==> src/rtl/serial_link_pkg.sv <==
// Shared types for the serial link transmitter: FSM states, gap counter width, frame length helper.
// Optional PARITY_EN adds the PARITY state to the enum.
package serial_link_pkg;

    localparam int GAP_W = 8;

    typedef enum logic [2:0] {
        S_IDLE,
        S_START,
        S_DATA,
`ifdef PARITY_EN
        S_PARITY,
`endif
        S_GAP
    } state_t;

    function automatic int frame_len(input int data_w, input bit parity);
        return 1 + data_w + (parity ? 1 : 0);
    endfunction

endpackage

==> src/rtl/serial_link_tx_if.sv <==
// Producer-side handshake plus the two-line serial outputs of serial_link_tx.
// master = producer/observer, slave = transmitter.
interface serial_link_tx_if #(
    parameter int DATA_W = 8
) ();

    logic              send;
    logic [DATA_W-1:0] pdin;
    logic              ready;
    logic              soclk;
    logic              sdout;
    logic              busy;
    logic              frame_done;

    modport master (output send, pdin, input ready, soclk, sdout, busy, frame_done);
    modport slave  (input send, pdin, output ready, soclk, sdout, busy, frame_done);

endinterface

==> src/rtl/serial_link_hold_reg.sv <==
// One-entry word buffer between producer and shifter; load and take are never concurrent.
// Ready is the registered inverse of the valid flag, so it moves one cycle after load/take.
module serial_link_hold_reg #(
    parameter int DATA_W = 8
) (
    input  logic              i_clk,
    input  logic              i_rst,
    input  logic              i_load,
    input  logic              i_take,
    input  logic [DATA_W-1:0] i_dat,
    output logic [DATA_W-1:0] o_dat,
    output logic              o_vld,
    output logic              o_rdy
);

    logic              r_vld;
    logic [DATA_W-1:0] r_dat;

    always_ff @(posedge i_clk or posedge i_rst) begin
        if (i_rst) begin
            r_vld <= 1'b0;
            r_dat <= '0;
        end else if (i_load) begin
            r_vld <= 1'b1;
            r_dat <= i_dat;
        end else if (i_take) begin
            r_vld <= 1'b0;
        end
    end

    assign o_dat = r_dat;
    assign o_vld = r_vld;
    assign o_rdy = ~r_vld;

endmodule

==> src/rtl/serial_link_tx.sv <==
// Framed MSB-first serialiser: start bit, DATA_W data bits, optional even parity (PARITY_EN), GAP_CYCLES low.
// Start bit follows the accepting edge; a second word waits in the hold register with Ready low.
module serial_link_tx
    import serial_link_pkg::*;
#(
    parameter int DATA_W     = 8,
    parameter int GAP_CYCLES = 1
) (
    input  logic            i_clk,
    input  logic            i_rst,
    serial_link_tx_if.slave bus
);

    localparam int                CNT_W    = $clog2(DATA_W);
    localparam logic [CNT_W-1:0]  LAST_BIT = CNT_W'(DATA_W - 1);
    localparam logic [GAP_W-1:0]  GAP_LOAD = GAP_W'(GAP_CYCLES);

    state_t            r_state, w_state_nxt;
    logic [DATA_W-1:0] r_shift, w_shift_nxt;
    logic [CNT_W-1:0]  r_bitcnt, w_bitcnt_nxt;
    logic [GAP_W-1:0]  r_gapcnt, w_gapcnt_nxt;
    logic              r_sdout, w_sdout_nxt;
    logic              r_done, w_done_nxt;
`ifdef PARITY_EN
    logic              r_par, w_par_nxt;
`endif

    logic              w_accept, w_load, w_take;
    logic              w_start, w_frame_end, w_next_word;
    logic [DATA_W-1:0] w_start_dat;
    logic [DATA_W-1:0] w_hold_dat;
    logic              w_hold_vld, w_hold_rdy;

    assign w_accept = bus.send && w_hold_rdy;
    assign w_load   = w_accept && (r_state != S_IDLE);

    serial_link_hold_reg #(.DATA_W(DATA_W)) u_hold (
        .i_clk  (i_clk),
        .i_rst  (i_rst),
        .i_load (w_load),
        .i_take (w_take),
        .i_dat  (bus.pdin),
        .o_dat  (w_hold_dat),
        .o_vld  (w_hold_vld),
        .o_rdy  (w_hold_rdy)
    );

    always_comb begin
        w_state_nxt  = r_state;
        w_shift_nxt  = r_shift;
        w_bitcnt_nxt = r_bitcnt;
        w_gapcnt_nxt = r_gapcnt;
        w_sdout_nxt  = 1'b0;
        w_done_nxt   = 1'b0;
        w_take       = 1'b0;
        w_start      = 1'b0;
        w_start_dat  = '0;
        w_frame_end  = 1'b0;
        w_next_word  = 1'b0;
`ifdef PARITY_EN
        w_par_nxt    = r_par;
`endif
        unique case (r_state)
            S_IDLE: begin
                // A word parked while the last gap ended takes priority over the bypass path
                if (w_hold_vld) begin
                    w_next_word = 1'b1;
                end else if (w_accept) begin
                    w_start     = 1'b1;
                    w_start_dat = bus.pdin;
                end
            end
            S_START: begin
                w_state_nxt  = S_DATA;
                w_bitcnt_nxt = '0;
                w_sdout_nxt  = r_shift[DATA_W-1];
                w_shift_nxt  = {r_shift[DATA_W-2:0], 1'b0};
            end
            S_DATA: begin
                if (r_bitcnt == LAST_BIT) begin
`ifdef PARITY_EN
                    w_state_nxt = S_PARITY;
                    w_sdout_nxt = r_par;
`else
                    w_frame_end = 1'b1;
`endif
                end else begin
                    w_bitcnt_nxt = r_bitcnt + 1'b1;
                    w_sdout_nxt  = r_shift[DATA_W-1];
                    w_shift_nxt  = {r_shift[DATA_W-2:0], 1'b0};
                end
            end
`ifdef PARITY_EN
            S_PARITY: w_frame_end = 1'b1;
`endif
            S_GAP: begin
                if (r_gapcnt == GAP_W'(1)) begin
                    w_next_word = 1'b1;
                end else begin
                    w_gapcnt_nxt = r_gapcnt - 1'b1;
                end
            end
            default: w_state_nxt = S_IDLE;
        endcase

        if (w_frame_end) begin
            w_done_nxt = 1'b1;
            if (GAP_CYCLES > 0) begin
                w_state_nxt  = S_GAP;
                w_gapcnt_nxt = GAP_LOAD;
            end else begin
                w_next_word = 1'b1;
            end
        end
        if (w_next_word) begin
            if (w_hold_vld) begin
                w_take      = 1'b1;
                w_start     = 1'b1;
                w_start_dat = w_hold_dat;
            end else begin
                w_state_nxt = S_IDLE;
            end
        end
        if (w_start) begin
            w_state_nxt = S_START;
            w_shift_nxt = w_start_dat;
            w_sdout_nxt = 1'b1;
`ifdef PARITY_EN
            w_par_nxt   = ^w_start_dat;
`endif
        end
    end

    always_ff @(posedge i_clk or posedge i_rst) begin
        if (i_rst) begin
            r_state  <= S_IDLE;
            r_shift  <= '0;
            r_bitcnt <= '0;
            r_gapcnt <= '0;
            r_sdout  <= 1'b0;
            r_done   <= 1'b0;
`ifdef PARITY_EN
            r_par    <= 1'b0;
`endif
        end else begin
            r_state  <= w_state_nxt;
            r_shift  <= w_shift_nxt;
            r_bitcnt <= w_bitcnt_nxt;
            r_gapcnt <= w_gapcnt_nxt;
            r_sdout  <= w_sdout_nxt;
            r_done   <= w_done_nxt;
`ifdef PARITY_EN
            r_par    <= w_par_nxt;
`endif
        end
    end

    assign bus.ready      = w_hold_rdy;
    assign bus.soclk      = i_clk;
    assign bus.sdout      = r_sdout;
    assign bus.busy       = (r_state != S_IDLE);
    assign bus.frame_done = r_done;

endmodule

==> src/flat_wrapper.sv <==
// flat-port wrapper written by rule: the top's interface ports become plain ports
module serial_link_tx_flat import serial_link_pkg::*;
#(
    parameter int DATA_W     = 8,
    parameter int GAP_CYCLES = 1
)
  (i_clk, i_rst, bus_send, bus_pdin, bus_ready, bus_soclk, bus_sdout, bus_busy, bus_frame_done);
  serial_link_tx_if #(.DATA_W(DATA_W)) bus_i ();
  input  logic i_clk;
  input  logic i_rst;
  input wire logic [$bits(bus_i.send)-1:0] bus_send;
  input wire logic [$bits(bus_i.pdin)-1:0] bus_pdin;
  output wire logic [$bits(bus_i.ready)-1:0] bus_ready;
  output wire logic [$bits(bus_i.soclk)-1:0] bus_soclk;
  output wire logic [$bits(bus_i.sdout)-1:0] bus_sdout;
  output wire logic [$bits(bus_i.busy)-1:0] bus_busy;
  output wire logic [$bits(bus_i.frame_done)-1:0] bus_frame_done;
  assign bus_i.send = bus_send;
  assign bus_i.pdin = bus_pdin;
  assign bus_ready = bus_i.ready;
  assign bus_soclk = bus_i.soclk;
  assign bus_sdout = bus_i.sdout;
  assign bus_busy = bus_i.busy;
  assign bus_frame_done = bus_i.frame_done;
  serial_link_tx #(.DATA_W(DATA_W), .GAP_CYCLES(GAP_CYCLES)) u_core (.i_clk(i_clk), .i_rst(i_rst), .bus(bus_i));
endmodule
==> config.mk <==
export PLATFORM = sky130hd
export DESIGN_NAME = serial_link_tx_flat
export DESIGN_NICKNAME = d
export VERILOG_FILES = /design/src/rtl/serial_link_pkg.sv /design/src/rtl/serial_link_tx_if.sv /design/src/rtl/serial_link_hold_reg.sv /design/src/rtl/serial_link_tx.sv /design/src/flat_wrapper.sv
export SDC_FILE = /design/constraint.sdc
export NUM_CORES = 1
export LEC_CHECK = 0
export BUFFER_PORTS_ARGS = -buffer_cell sky130_fd_sc_hd__buf_2
export CORE_UTILIZATION = 55
export CTS_BUF_LIST = sky130_fd_sc_hd__clkbuf_2 sky130_fd_sc_hd__clkbuf_4 sky130_fd_sc_hd__clkbuf_8
export CTS_CLUSTER_SIZE = 12
export DETAILED_ROUTE_END_ITERATION = 10
export PLACE_DENSITY = 0.77
export SLEW_MARGIN = 20
export SYNTH_ARGS = -nofsm -noshare
export SYNTH_HDL_FRONTEND = slang
export SYNTH_SLANG_ARGS = --single-unit
==> constraint.sdc <==
create_clock -name i_clk -period 1.8 [get_ports i_clk]
set_clock_uncertainty 0.15 [all_clocks]
set_input_delay 0.36 -clock i_clk [delete_from_list [all_inputs] [get_ports i_clk]]
set_output_delay 0.36 -clock i_clk [all_outputs]
set_load 0.005 [all_outputs]
Yosys cells after proc, flatten, opt, wreduce, memory -nomap -nowiden. Index checks and enable logic that the tools add are counted.

Add/subtract/negate cells: 2. Eq/ne operators: 8. Mux-type cells: 35. Bitwise operators: 1. Reductions and logical operators: 12.

Operators by type and width (number): 8-bit 2-to-1 mux (10); 8-bit case mux with 2 select lines (1); 1-bit 2-to-1 mux (15); 3-bit 2-to-1 mux (5); 3-bit case mux with 2 select lines (2); 8-bit by 1-bit equality test with 1-bit output, second input constant (1); 8-bit by 1-bit subtractor with 8-bit output, second input constant (1); 3-bit by 2-bit equality test with 1-bit output, second input constant (2); 2-bit AND reduction (3); 2-bit nonzero test (3); 3-bit nonzero test (2); 1-bit case mux with 2 select lines (2); 3-bit by 1-bit adder with 3-bit output, second input constant (1); 3-bit by 1-bit equality test with 1-bit output, second input constant (1); 3-bit equality test, second input constant (1); 3-bit zero test (1); 3-bit by 2-bit inequality test with 1-bit output, second input constant (1); 3-bit OR reduction (1); 1-bit logical AND (2); 2-bit by 1-bit inequality test with 1-bit output, second input constant (1); 2-bit inequality test, second input constant (1); 1-bit NOT (1).

Flip-flop bits (word level): 33. Input port bits: 11. Output and inout bits: 5. Logic and storage cells: 66.

Longest topological paths before layout.
Depth in word-level cells: 9. Mapped depth: 6.

Hierarchy. A second synthesis with hierarchy kept.

Cell total of the unflattened synthesis: 166. Area total of the unflattened synthesis: 1813.0 um^2.

By module, submodules not included: serial_link_tx (instances 1, cells each 145, area an instance 1441.4 um^2, seq. area each 600.6 um^2); serial_link_hold_reg (instances 1, cells each 21, area an instance 371.6 um^2, seq. area each 225.2 um^2).

==> results.toml <==
[sta]
min_period_ns = 1.96
rsz0062_at_grt = "yes"
worst_slack_ns = -0.157
fin_tns_setup_ns = -1.39
hold_violations = 0
fin_crit_sh_pct = 109
fmax_ghz = 0.511
setup_violations = 14
drv_slew = 0

[layout]
area.sequential_um2 = 832
nNetsFinal = 237
nFillCells = 188
multi_input_area_um2 = 1050
layout-drive-gt1-share_pct = 50.7
antenna_cells = 0
synthToLayoutAreaGrowth_pct = 37.3
fin_cells = 267

[route]
met2_length_um = 2990
drt_iter0_drc = 99
drt-met1-wl_um = 2150
drc = 0
finalWirelength_um = 5720
ant_nets = 0
wl_per_cell_um = 21.4
met3_length_um = 373
firstDrtPassIters = 4
vias = 1666
vias_per_cell = 6.24
routed.top_layer = "met4"

[setup_path]
end_kind = "flip-flop"
cp_max_fo = 3
worst-r2r-cell-count = 6
path_cells = "ha_4 > nor3b_4 > buf_4 > a2111oi_4 > a211o_1 > nand2_1"
critPathKind = "reg2reg"
start_kind = "flip-flop"
crit_path_top_delay_cell = "a2111oi_4"
cp.arrival_ns = 2.17
required_ns = 2.01
cpPeakStageDelay_ns = 0.48

[pwr]
clock_power_share_pct = 15.2
swShare_pct = 39.0
vdd_drop_max_mv = 1.04
combPwrFrac_pct = 48.5
sequentialPowerShare_pct = 36.3
p_int_mw = 2.30
p_leak_nw = 1.13
power_switching_mw = 1.47
p_per_area_nw_per_um2 = 1510

[global_routing]
antenna_found_initial = 0
grt_pass1_vias = 1607
grt_pass1_wl_um = 7650
grt_start_max_net_pins = 34
grt-ovfl-total = 0
grt_use_total_pct = 31.0

[placement]
dp.cells = 240
place_ws_ns = -0.144
portBuffers = 15
dp.final_hpwl_um = 2960
place.gp.congestion = 0.834

[logic_synthesis]
syn_avg_cell_area_um2 = 11.5
ys_ff_latch = 33
async_flop_share_pct = 100
synth_edf_count = 0
yosysSeqAreaShare_pct = 45.3
syn_area_um2 = 1820
ys_types = 54
yosysWarnings = 0
synth_cells = 159
synth_ff_type = "dfrtp_1"
synth_nets = 174

[floorplanning]
ios = 16
dieArea_um2 = 3550
initial_utilization_pct = 58.8
die_h_um = 59.6
die_w_um = 59.6
rows = 20
core_um2 = 3100

[hold_path]
hold_depth = 2
min_path_type = "in2reg"

[clocking]
clkLatencyLatePin_ns = 0.47
cts_tree = "built"
clk_pin_slew_ns = 0.10

[job]
max_cap_violations = 0

[status]
failed_checks = "setup timing"
outcome = "finished, violations left"
## power by group through the flow
stage	Clock, mW	Sequential (mW)	Combinational (mW)
CTS	0.563	1.31	1.54
global route	0.610	1.39	1.95
detailed placement	0.0241	1.32	1.32
floorplan	0.0360	1.28	0.867
finish	0.576	1.37	1.83
global placement	0.0241	1.29	1.24
## flip-flops by register name (all words and copies together) (netlist names)
register / cells
u_core.r_shift: 8
u_core.r_gapcnt: 8
u_core.r_state: 3
u_core.u_hold.o_dat: 8
u_core.bus.frame_done: 1
u_core.r_bitcnt: 3
u_core.bus.sdout: 1
u_core.u_hold.o_vld: 1
## cell families after synthesis
logic type	after synthesis	share of synthesized area [%]
AO/OA/AOI/OAI	51	24.3
AND/OR/NAND/NOR	40	14.7
flip-flops	33	45.3
buffers and inverters	17	5.42
multiplexers	8	4.87
XOR/XNOR	5	2.40
adder cells (fa/ha/maj)	4	2.74
other	1	0.206
## synth_stat cells, types with 2 or more instances
| cell type | count | area (µm²) |
|---|---|---|
| o22a_1 | 6 | 52.6 |
| o21ai_0 | 3 | 15.0 |
| clkbuf_1 | 2 | 7.51 |
| a22o_1 | 3 | 26.3 |
| or2_2 | 2 | 12.5 |
| nor4_1 | 2 | 12.5 |
| nor2_1 | 9 | 33.8 |
| and2_1 | 2 | 12.5 |
| xnor2_1 | 3 | 26.3 |
| nand2_1 | 5 | 18.8 |
| dfrtp_1 | 33 | 826 |
| xor2_1 | 2 | 17.5 |
| clkbuf_8 | 3 | 41.3 |
| nand3_1 | 3 | 15.0 |
| nor4_4 | 2 | 42.5 |
| or3_1 | 2 | 12.5 |
| nor2b_1 | 2 | 12.5 |
| o2bb2ai_1 | 7 | 61.3 |
| a21oi_1 | 2 | 10.0 |
| a211oi_1 | 2 | 15.0 |
| mux2_2 | 7 | 78.8 |
| a22oi_1 | 7 | 52.6 |
| nand4_1 | 2 | 12.5 |
| ha_1 | 4 | 50.1 |
| inv_1 | 8 | 30.0 |
| o211a_1 | 7 | 70.1 |
| a32o_1 | 2 | 20.0 |
## metal layers
metal	track usage, %	vias up
met3	9.39	24
met1	38.5	826
met2	49.8	84
met5	0	-
li1	-	732
met4	14.0	0
## what timing repair did
| action | in CTS | in global routing |
|---|---|---|
| endpoints found under the setup margin | 19 | 18 |
| setup buffers | 10 | 3 |
| pin swaps | 9 | 8 |
| hold buffers | 2 | 1 |
| endpoints found under the hold margin | 34 | 1 |
| cloned | 1 | 0 |
| gates resized for setup | 24 | 13 |
## worst max-delay path, delay by kind of cell, from the launching register on
family / cells / cell delay, ns
compound gates: 2 / 0.68
fa+ha+maj: 1 / 0.19
buf+inv: 1 / 0.16
flops: 1 / 0.46
simple gates: 2 / 0.21
## layout make-up
cell class	count	share of cell area, %
Multi-Input combinational cell	110	42.1
Sequential cell	33	33.2
Timing Repair Buffer	58	17.5
Clock buffer	12	3.50
Tap cell	44	2.20
Inverter	10	1.50
## final timing paths
check | startpoint | endpoint | slack, ns
max in group asynchronous | i_rst | u_core.r_gapcnt[3] | 0.78
min | bus_pdin[1] | u_core.u_hold.o_dat[1] | 0.0001
max reg2reg | u_core.r_gapcnt[0] | u_core.r_gapcnt[7] | -0.16
min reg2reg | u_core.r_shift[7] | u_core.r_shift[7] | 0.37
max | u_core.r_gapcnt[0] | u_core.r_gapcnt[7] | -0.16
min in group asynchronous | i_rst | u_core.bus.sdout | 0.36
## placed cells by master, fill, tap and decap left out, types with 3 or more instances in the layout
cell type / instances
dfrtp_1: 28
dfrtp_2: 5
inv_2: 4
mux2_2: 7
nand2_1: 5
o22a_1: 6
a22o_1: 3
buf_2: 15
o211a_1: 7
o2bb2ai_2: 6
a22oi_1: 7
xnor2_1: 3
dlygate4sd3_1: 3
buf_4: 35
o21ai_0: 3
inv_1: 6
buf_6: 5
clkbuf_4: 11
nor2_1: 8
## per-stage QoR
| stage | area [µm²] | power [mW] | utilization, % | hold slack [ns] |
|---|---|---|---|---|
| final | 2500 | 3.78 | 80.7 | 0.000134 |
| after floorplan | 1830 | 2.18 | - | 0.291 |
| after global placement | 2120 | 2.56 | 68.3 | 0.293 |
| after detailed placement | 2120 | 2.66 | 68.3 | 0.293 |
| after global routing | 2500 | 3.95 | 80.7 | -0.0145 |
| after CTS | 2410 | 3.41 | 77.7 | 0.00958 |
Power figures use the tool's default switching activity.
